File: src/rtl/uart_tx_feeder.sv
// Byte FIFO and launch sequencer feeding the UART transmit serializer, all in the BRclk domain.
// Optional inter-frame gap state is built only when UART_TX_GAP_EN is defined.
`timescale 1ns/1ps
module uart_tx_feeder #(
    parameter int DEPTH_LOG2 = 4,
    parameter int GAP_CYCLES = 16
) (
    input  logic                  BRclk,
    input  logic                  reset,
    input  logic                  wr_en,
    input  logic [7:0]            wr_data,
    output logic                  full,
    output logic                  empty,
    output logic [DEPTH_LOG2:0]   count,
    output logic                  overflow,
    input  logic                  TX_STATUS,
    output logic                  TX_EN,
    output logic [7:0]            TX_DATA
);

    localparam int DEPTH = 2 ** DEPTH_LOG2;
    localparam logic [DEPTH_LOG2:0]   CNT_FULL = (DEPTH_LOG2 + 1)'(DEPTH);
    localparam logic [DEPTH_LOG2:0]   CNT_ONE  = (DEPTH_LOG2 + 1)'(1);
    localparam logic [DEPTH_LOG2:0]   CNT_ZERO = (DEPTH_LOG2 + 1)'(0);
    localparam logic [DEPTH_LOG2-1:0] PTR_ONE  = DEPTH_LOG2'(1);
    localparam logic [DEPTH_LOG2-1:0] PTR_ZERO = DEPTH_LOG2'(0);

    typedef enum logic [2:0] {
        ST_IDLE      = 3'd0,
        ST_LAUNCH    = 3'd1,
        ST_WAIT_BUSY = 3'd2,
        ST_WAIT_DONE = 3'd3
`ifdef UART_TX_GAP_EN
        , ST_GAP     = 3'd4
`endif
    } state_t;

    state_t                 state_q, state_d;
    logic [7:0]             mem_q [DEPTH];
    logic [DEPTH_LOG2-1:0]  wr_ptr_q, wr_ptr_d;
    logic [DEPTH_LOG2-1:0]  rd_ptr_q, rd_ptr_d;
    logic [DEPTH_LOG2:0]    count_q, count_d;
    logic                   full_q, full_d;
    logic                   empty_q, empty_d;
    logic                   overflow_q, overflow_d;
    logic                   tx_en_q, tx_en_d;
    logic [7:0]             tx_data_q, tx_data_d;
    logic                   pop_s;
    logic                   push_s;

`ifdef UART_TX_GAP_EN
    localparam int GAP_W = (GAP_CYCLES > 2) ? $clog2(GAP_CYCLES) : 1;
    localparam logic [GAP_W-1:0] GAP_LOAD = GAP_W'(GAP_CYCLES - 1);
    localparam logic [GAP_W-1:0] GAP_ZERO = GAP_W'(0);
    localparam logic [GAP_W-1:0] GAP_ONE  = GAP_W'(1);
    logic [GAP_W-1:0]       gap_cnt_q, gap_cnt_d;
`endif

    // Sequencer next state, launch decision and FIFO bookkeeping.
    always_comb begin
        state_d    = state_q;
        wr_ptr_d   = wr_ptr_q;
        rd_ptr_d   = rd_ptr_q;
        count_d    = count_q;
        overflow_d = overflow_q;
        tx_en_d    = 1'b0;
        tx_data_d  = tx_data_q;
        pop_s      = 1'b0;
        push_s     = 1'b0;
`ifdef UART_TX_GAP_EN
        gap_cnt_d  = gap_cnt_q;
`endif

        case (state_q)
            ST_IDLE: begin
                if (!empty_q && !TX_STATUS) begin
                    pop_s     = 1'b1;
                    tx_en_d   = 1'b1;
                    tx_data_d = mem_q[rd_ptr_q];
                    state_d   = ST_LAUNCH;
                end else begin
                    state_d   = ST_IDLE;
                end
            end
            ST_LAUNCH: begin
                state_d = ST_WAIT_BUSY;
            end
            ST_WAIT_BUSY: begin
                if (TX_STATUS) begin
                    state_d = ST_WAIT_DONE;
                end else begin
                    state_d = ST_WAIT_BUSY;
                end
            end
            ST_WAIT_DONE: begin
                if (!TX_STATUS) begin
`ifdef UART_TX_GAP_EN
                    state_d   = ST_GAP;
                    gap_cnt_d = GAP_LOAD;
`else
                    state_d   = ST_IDLE;
`endif
                end else begin
                    state_d = ST_WAIT_DONE;
                end
            end
`ifdef UART_TX_GAP_EN
            ST_GAP: begin
                if (gap_cnt_q == GAP_ZERO) begin
                    state_d = ST_IDLE;
                end else begin
                    gap_cnt_d = gap_cnt_q - GAP_ONE;
                end
            end
`endif
            default: begin
                state_d = ST_IDLE;
            end
        endcase

        // A write while full is accepted only when the same cycle pops a slot free.
        push_s = wr_en && (!full_q || pop_s);

        if (push_s) begin
            wr_ptr_d = wr_ptr_q + PTR_ONE;
        end else begin
            wr_ptr_d = wr_ptr_q;
        end

        if (pop_s) begin
            rd_ptr_d = rd_ptr_q + PTR_ONE;
        end else begin
            rd_ptr_d = rd_ptr_q;
        end

        if (wr_en && !push_s) begin
            overflow_d = 1'b1;
        end else begin
            overflow_d = overflow_q;
        end

        case ({push_s, pop_s})
            2'b10:   count_d = count_q + CNT_ONE;
            2'b01:   count_d = count_q - CNT_ONE;
            default: count_d = count_q;
        endcase

        full_d  = (count_d == CNT_FULL);
        empty_d = (count_d == CNT_ZERO);
    end

    // Control and status registers.
    always_ff @(posedge BRclk) begin
        if (reset) begin
            state_q    <= ST_IDLE;
            wr_ptr_q   <= PTR_ZERO;
            rd_ptr_q   <= PTR_ZERO;
            count_q    <= CNT_ZERO;
            full_q     <= 1'b0;
            empty_q    <= 1'b1;
            overflow_q <= 1'b0;
            tx_en_q    <= 1'b0;
            tx_data_q  <= 8'h00;
`ifdef UART_TX_GAP_EN
            gap_cnt_q  <= GAP_ZERO;
`endif
        end else begin
            state_q    <= state_d;
            wr_ptr_q   <= wr_ptr_d;
            rd_ptr_q   <= rd_ptr_d;
            count_q    <= count_d;
            full_q     <= full_d;
            empty_q    <= empty_d;
            overflow_q <= overflow_d;
            tx_en_q    <= tx_en_d;
            tx_data_q  <= tx_data_d;
`ifdef UART_TX_GAP_EN
            gap_cnt_q  <= gap_cnt_d;
`endif
        end
    end

    // Queue storage; contents are don't-care until written, so no reset.
    always_ff @(posedge BRclk) begin
        if (push_s) begin
            mem_q[wr_ptr_q] <= wr_data;
        end
    end

    assign full     = full_q;
    assign empty    = empty_q;
    assign count    = count_q;
    assign overflow = overflow_q;
    assign TX_EN    = tx_en_q;
    assign TX_DATA  = tx_data_q;

endmodule

File: config.mk
export PLATFORM = sky130hd
export DESIGN_NAME = uart_tx_feeder
export DESIGN_NICKNAME = d
export VERILOG_FILES = /design/src/rtl/uart_tx_feeder.sv
export SDC_FILE = /design/constraint.sdc
export NUM_CORES = 1
export LEC_CHECK = 0
export ABC_AREA = 1
export CAP_MARGIN = 30
export CORE_UTILIZATION = 30
export DETAILED_ROUTE_END_ITERATION = 10
export GPL_ROUTABILITY_DRIVEN = 0
export HOLD_SLACK_MARGIN = 0.03
export SYNTH_ARGS = -nofsm -noshare
export SYNTH_HDL_FRONTEND = slang
export SYNTH_SLANG_ARGS = --single-unit
File: constraint.sdc
create_clock -name BRclk -period 2.5 [get_ports BRclk]
set_input_delay 0.5 -clock BRclk [delete_from_list [all_inputs] [get_ports BRclk]]
set_output_delay 0.5 -clock BRclk [all_outputs]
set_load 0.05 [all_outputs]
## After elaboration in Yosys (flattened, before gate mapping)

Memory sizes are Yosys's and may differ from the RTL's. A register that Yosys moved wholly into a read port is not among the register bits.
Cells that the tools add are included.

| cells by class | value |
|---|---|
| add/subtract/negate cells | 4 |
| multipliers | 0 |
| divide/modulo/power cells | 0 |
| magnitude comparators | 0 |
| equal/unequal tests | 6 |
| shift operators | 0 |
| muxes and demuxes | 9 |
| bitwise logic cells | 0 |
| reduce and logical (&&, ||, !) cells | 11 |

Operators with widths:

| operator | number |
|---|---|
| $pmux W3 S4 | 1 |
| $pmux W5 S2 | 1 |
| $add A4 B1 Y4 const B | 2 |
| $eq A3 B2 Y1 const B | 2 |
| $mux W1 | 6 |
| $add A5 B1 Y5 const B | 1 |
| $eq A5 B5 Y1 const B | 1 |
| $logic_not A5 Y1 | 1 |
| $sub A5 B1 Y5 const B | 1 |
| $logic_not A1 Y1 | 4 |
| $eq A3 B1 Y1 const B | 1 |
| $logic_and A1 B1 Y1 | 3 |
| $logic_not A3 Y1 | 1 |
| $eq A2 B1 Y1 const B | 1 |
| $eq A2 B2 Y1 const B | 1 |
| $mux W2 | 1 |
| $reduce_and A2 Y1 | 1 |
| $logic_or A1 B1 Y1 | 1 |

| word-level totals | value |
|---|---|
| register bits | 20 |
| bits in latches | 0 |
| RAM bits | 128 |
| memory bits (read-only) | 0 |
| input port bits | 12 |
| output and inout port bits | 17 |
| logic and storage cells | 39 |
| memories | 1 |

Memory list:

| memory | words | bits a word | read ports | clocked after Yosys merged registers in | write ports | RTL line | RTL |
|---|---|---|---|---|---|---|---|
| mem_q | 16 | 8 | 1 | 1 | 1 | 39 | `logic [7:0] mem_q [DEPTH];` |

## Logic depth before layout (Yosys ltp)

| depth | value |
|---|---|
| depth in word-level cells | 9 |
| mapped depth | 18 |
| gate-level depth less buffers | 18 |

## Least setup slack after synthesis

No wires, ideal clock.

| path | value |
|---|---|
| path kind | flip-flop to flip-flop |
| start | register empty_q (netlist: empty) |
| end | register empty_q (netlist: empty) |
| library setup time | 0.070 ns |
| arrival | 2.356 ns |
| required time | 2.430 ns |
| slack | 0.073 ns |
| cell stages (with the launch flop) | 15 |
| clock period less this slack | 2.427 ns |
| cells stage by stage | dfxtp_1 -> nor2_1 -> nand2_2 -> inv_1 -> buf_2 -> ha_1 -> nand2_1 -> inv_1 -> nor2_1 -> ha_1 -> o21ai_0 -> nand2_1 -> nor2_1 -> nand3_1 -> o21bai_1 |

| on the way | value |
|---|---|
| cells in the longest elaborated chain, start to end | 9 |
| elaborated cells on any way between the ends | 10 |
| those cells by class | 2 x eq/ne; 3 x mux; 5 x reduce/logical |

RTL lines:

| what | RTL line | RTL |
|---|---|---|
| from (decl) | 44 | `logic empty_q, empty_d;` |
| from (signal assigned) | 173 | `empty_q <= empty_d;` |
| $logic_not A1 Y1 * | 76 | `if (!empty_q && !TX_STATUS) begin` |
| $logic_and A1 B1 Y1 * | 76 |  |
| $mux W1 * | 76 |  |
| $mux W1 * | -- |  |
| net pop_s | 48 | `logic pop_s;` |
| $logic_or A1 B1 Y1 | 122 | `push_s = wr_en && (!full_q \|\| pop_s);` |
| $logic_and A1 B1 Y1 | 122 |  |
| $eq A2 B1 Y1 / $eq A2 B2 Y1 (equally long branches) | 142 | `case ({push_s, pop_s})` |
| $pmux W5 S2 * | 142 |  |
| $logic_not A5 Y1 * | 149 | `empty_d = (count_d == CNT_ZERO);` |

Mark *: on every way through the listed nets, which the timed path passes. The rest lies on a longest branch.
A chain may end at the register's enable or synchronous reset.

## Final worst setup path

| path | value |
|---|---|
| start | input TX_STATUS |
| end | register empty_q (netlist: empty) |

| on the way | value |
|---|---|
| cells in the longest elaborated chain, start to end | 9 |
| elaborated cells on any way between the ends | 10 |
| those cells by class | 2 x eq/ne; 3 x mux; 5 x reduce/logical |

RTL lines:

| what | RTL line | RTL |
|---|---|---|
| from (decl) | 16 | `input logic TX_STATUS,` |
| $logic_not A1 Y1 * | -- |  |
| $logic_and A1 B1 Y1 * | 76 |  |
| $mux W1 * | 76 |  |
| $mux W1 * | -- |  |
| $logic_or A1 B1 Y1 | 122 |  |
| $logic_and A1 B1 Y1 | 122 |  |
| $eq A2 B1 Y1 / $eq A2 B2 Y1 (equally long branches) | 142 |  |
| $pmux W5 S2 * | 142 |  |
| $logic_not A5 Y1 * | 149 |  |

Mark *: on every way between the ends. The rest lies on a longest branch, timed or not.

==> flow_summary.json <==
{
  "fin_setup_tns_ns": 0,
  "p_leak_nw": 2.73,
  "powerDensity_mw_per_mm2": 898,
  "relSlewSlack_pct": 52.8,
  "worst_pin_slew_ns": 0.706,
  "grt_pass1_vias": 3902,
  "n_antenna_cell": 0,
  "wirelength_microns": 13900,
  "cp.required_ns": 2.85,
  "setup_viol": 0,
  "ant_nets": 0,
  "cts_setup_buffers": 0,
  "dr.first_iter.drc_count": 412,
  "cts_tree": "done",
  "arrival_ns": 2.58,
  "grt_pass1_wl_microns": 21600,
  "numClockSinks": 155,
  "nets": 642,
  "cts.hold.buffers_added": 0,
  "syn_nets": 591,
  "clockBufferDepth": 2,
  "yosys.area.top_type": "edfxtp_1",
  "combinationalPowerShare_pct": 18.3,
  "synth_top_area_share_pct": 60.2,
  "status": "complete, no violations",
  "syn_inst": 571,
  "timing.fmax_mhz": 448,
  "grt_usage_pct": 13.3,
  "dp_hpwl_microns": 8720,
  "peakVddDrop_mv": 0.439,
  "endpoint_kind": "flop",
  "path_max_fanout": 4,
  "synthesis.area_per_instance_sq_um": 11.2,
  "rows": 53,
  "start_util_pct": 30.5,
  "first_pass_iters": 5,
  "ys_seq_elements": 155,
  "power.switching_mw": 1.84,
  "path_clk_slew_ns": 0.06,
  "pwr-share-clk_pct": 38.6,
  "yosys_warnings": 0,
  "clk_latency_ns": 0.42,
  "vias_per_cell": 4.67,
  "drv_slew": 0,
  "antenna_found_initial": 1,
  "vias": 4249,
  "hold_class": "reg -> reg",
  "min_period_ns": 2.23,
  "numPortBuffers": 28,
  "n_fill_cell": 2037,
  "maxCapViolCount": 0,
  "rsz0062_at_grt": "false",
  "synth_area_leaders": "edfxtp_1, nor2_1, dfxtp_1, o21ai_0, o211ai_1",
  "crit_path_start_kind": "input port",
  "swShare_pct": 26.5,
  "netlist_area_sq_mm": 0.00639,
  "intPower_mw": 5.10,
  "path_class": "in -> reg",
  "cts.htree.levels": 4,
  "fp.dieW_microns": 148,
  "synthToLayoutAreaGrowth_pct": 21.0,
  "finalHoldViolations": 0,
  "fin_skew_ns": 0.0102,
  "fin_crit_sh_pct": 89.4,
  "seqPwrFrac_pct": 43.1,
  "remaining_drc_errors": 0,
  "dieArea_sq_mm": 0.0219,
  "io_pins": 29,
  "cts_root_buffer": "clkbuf_16",
  "numCtsBuffers": 17,
  "detail_route.wl_per_cell_microns": 15.3,
  "core_sq_mm": 0.0210,
  "yosysSeqAreaShare_pct": 68.7,
  "power.total_mw": 6.94,
  "grt_overflow_total": 0,
  "synth.distinct_cells": 23,
  "grt_max_degree": 63,
  "chipHeight_microns": 148,
  "drive_gt1_share_pct": 9.92
}
[routing by layer]
metal  share of wire (%)  vias up  GRT usage (%)
met5               0.093        -              0
met4                 2.7        2           6.29
met3                 3.8       26           3.30
met2                  48      105           21.0
met1                  45     2014           17.2
li1                    -     2102              -
[synth_stat cells (all sizes together)]
cell    count
a21oi       9
nor3        2
o21ai      72
dfxtp      27
xor2        1
o21bai      1
buf        21
nand4       2
o211ai     32
edfxtp    128
clkinv      2
o21a        1
clkbuf      8
nor2      146
ha          8
inv        29
nand3      37
nand2      45
[registers in the layout, indices dropped and copies added, names as in the netlist]
| register | flops |
|---|---|
| TX_DATA | 8 |
| TX_EN | 1 |
| count | 5 |
| empty | 1 |
| full | 1 |
| mem_q | 128 |
| overflow | 1 |
| rd_ptr_q | 4 |
| state_q | 2 |
| wr_ptr_q | 4 |
[through the flow]
stage	hold slack [ns]	cell area, sq um	cells	util, %	worst slack [ns]
2_1_floorplan	0.450	6390	571	-	0.0731
3_3_place_gp	0.446	7110	878	33.9	-0.147
3_5_place_dp	0.450	7110	878	33.9	-0.188
4_1_cts	0.459	7730	910	36.9	0.239
5_1_grt	0.496	7730	910	36.9	0.0303
6_report	0.454	7730	910	36.9	0.266
[final cells by class]
type	instances	area, sq um	area share (%)
Clock buffer	22	444	5.75
Sequential cell	155	4390	56.8
Inverter	31	116	1.51
Multi-Input combinational cell	356	1700	22.0
Clock inverter	10	171	2.22
Timing Repair Buffer	61	566	7.32
Tap cell	275	344	4.45
[critical path: stages]
cell and delay [ns]:
clkdlybuf4s50_1 0.42, nor2_1 0.12, nand2_2 0.07, nand2_1 0.08
nand2_2 0.05, ha_1 0.21, nand2_1 0.09, inv_1 0.05
nor2_1 0.15, ha_1 0.17, inv_1 0.03, nand2_1 0.10
nand2_1 0.06, nand3_1 0.10, nand2_1 0.06, nor2_1 0.09
nand3_1 0.11, o21bai_1 0.13
[kinds of logic (layout without fill, tap and decap cells)]
kind of cell / count (synthesis) / count (layout) / synth area share [%]
XOR/XNOR: 1 / 1 / 0.137
AO/OA/AOI/OAI: 115 / 115 / 10.3
buffers and inverters: 60 / 124 / 4.74
AND/OR/NAND/NOR: 232 / 232 / 14.6
flip-flops: 155 / 155 / 68.7
adder cells (fa/ha/maj): 8 / 8 / 1.57
[path summary, 6_finish.rpt]
path                                 start  slack [ns]  cells after the start       end
worst min-delay path              overflow        0.45                      2  overflow
worst min register to register    overflow        0.45                      2  overflow
worst max-delay path             TX_STATUS        0.27                     18     empty
worst max register to register  state_q[1]        0.38                     17     empty
[cell usage in the layout (no fill, tap or decap), drive strengths merged, types with 7 or more instances in the layout]
cell type	instances
nand3	37
nor2	146
dfxtp	27
ha	8
edfxtp	128
buf	33
inv	29
clkbuf	22
o21ai	72
clkdlybuf4s50	28
nand2	45
a21oi	9
o211ai	32
clkinv	7
[power by group through the flow]
| stage | logic [mW] | clock network (mW) | registers (mW) |
|---|---|---|---|
| 2_1_floorplan | 0.707 | 0 | 3.19 |
| 3_3_place_gp | 1.27 | 0 | 3.04 |
| 3_5_place_dp | 1.27 | 0 | 3.04 |
| 4_1_cts | 1.28 | 2.72 | 2.99 |
| 5_1_grt | 1.41 | 2.81 | 3.00 |
| 6_report | 1.27 | 2.68 | 2.99 |
[timing repair]
item / 4_1_cts / 5_1_grt
endpoints found under the hold margin: 0 / 0
setup endpoints to repair: 0 / 1
gates resized for setup: 0 / 1
Note: power is estimated with default switching activity, not from simulation.
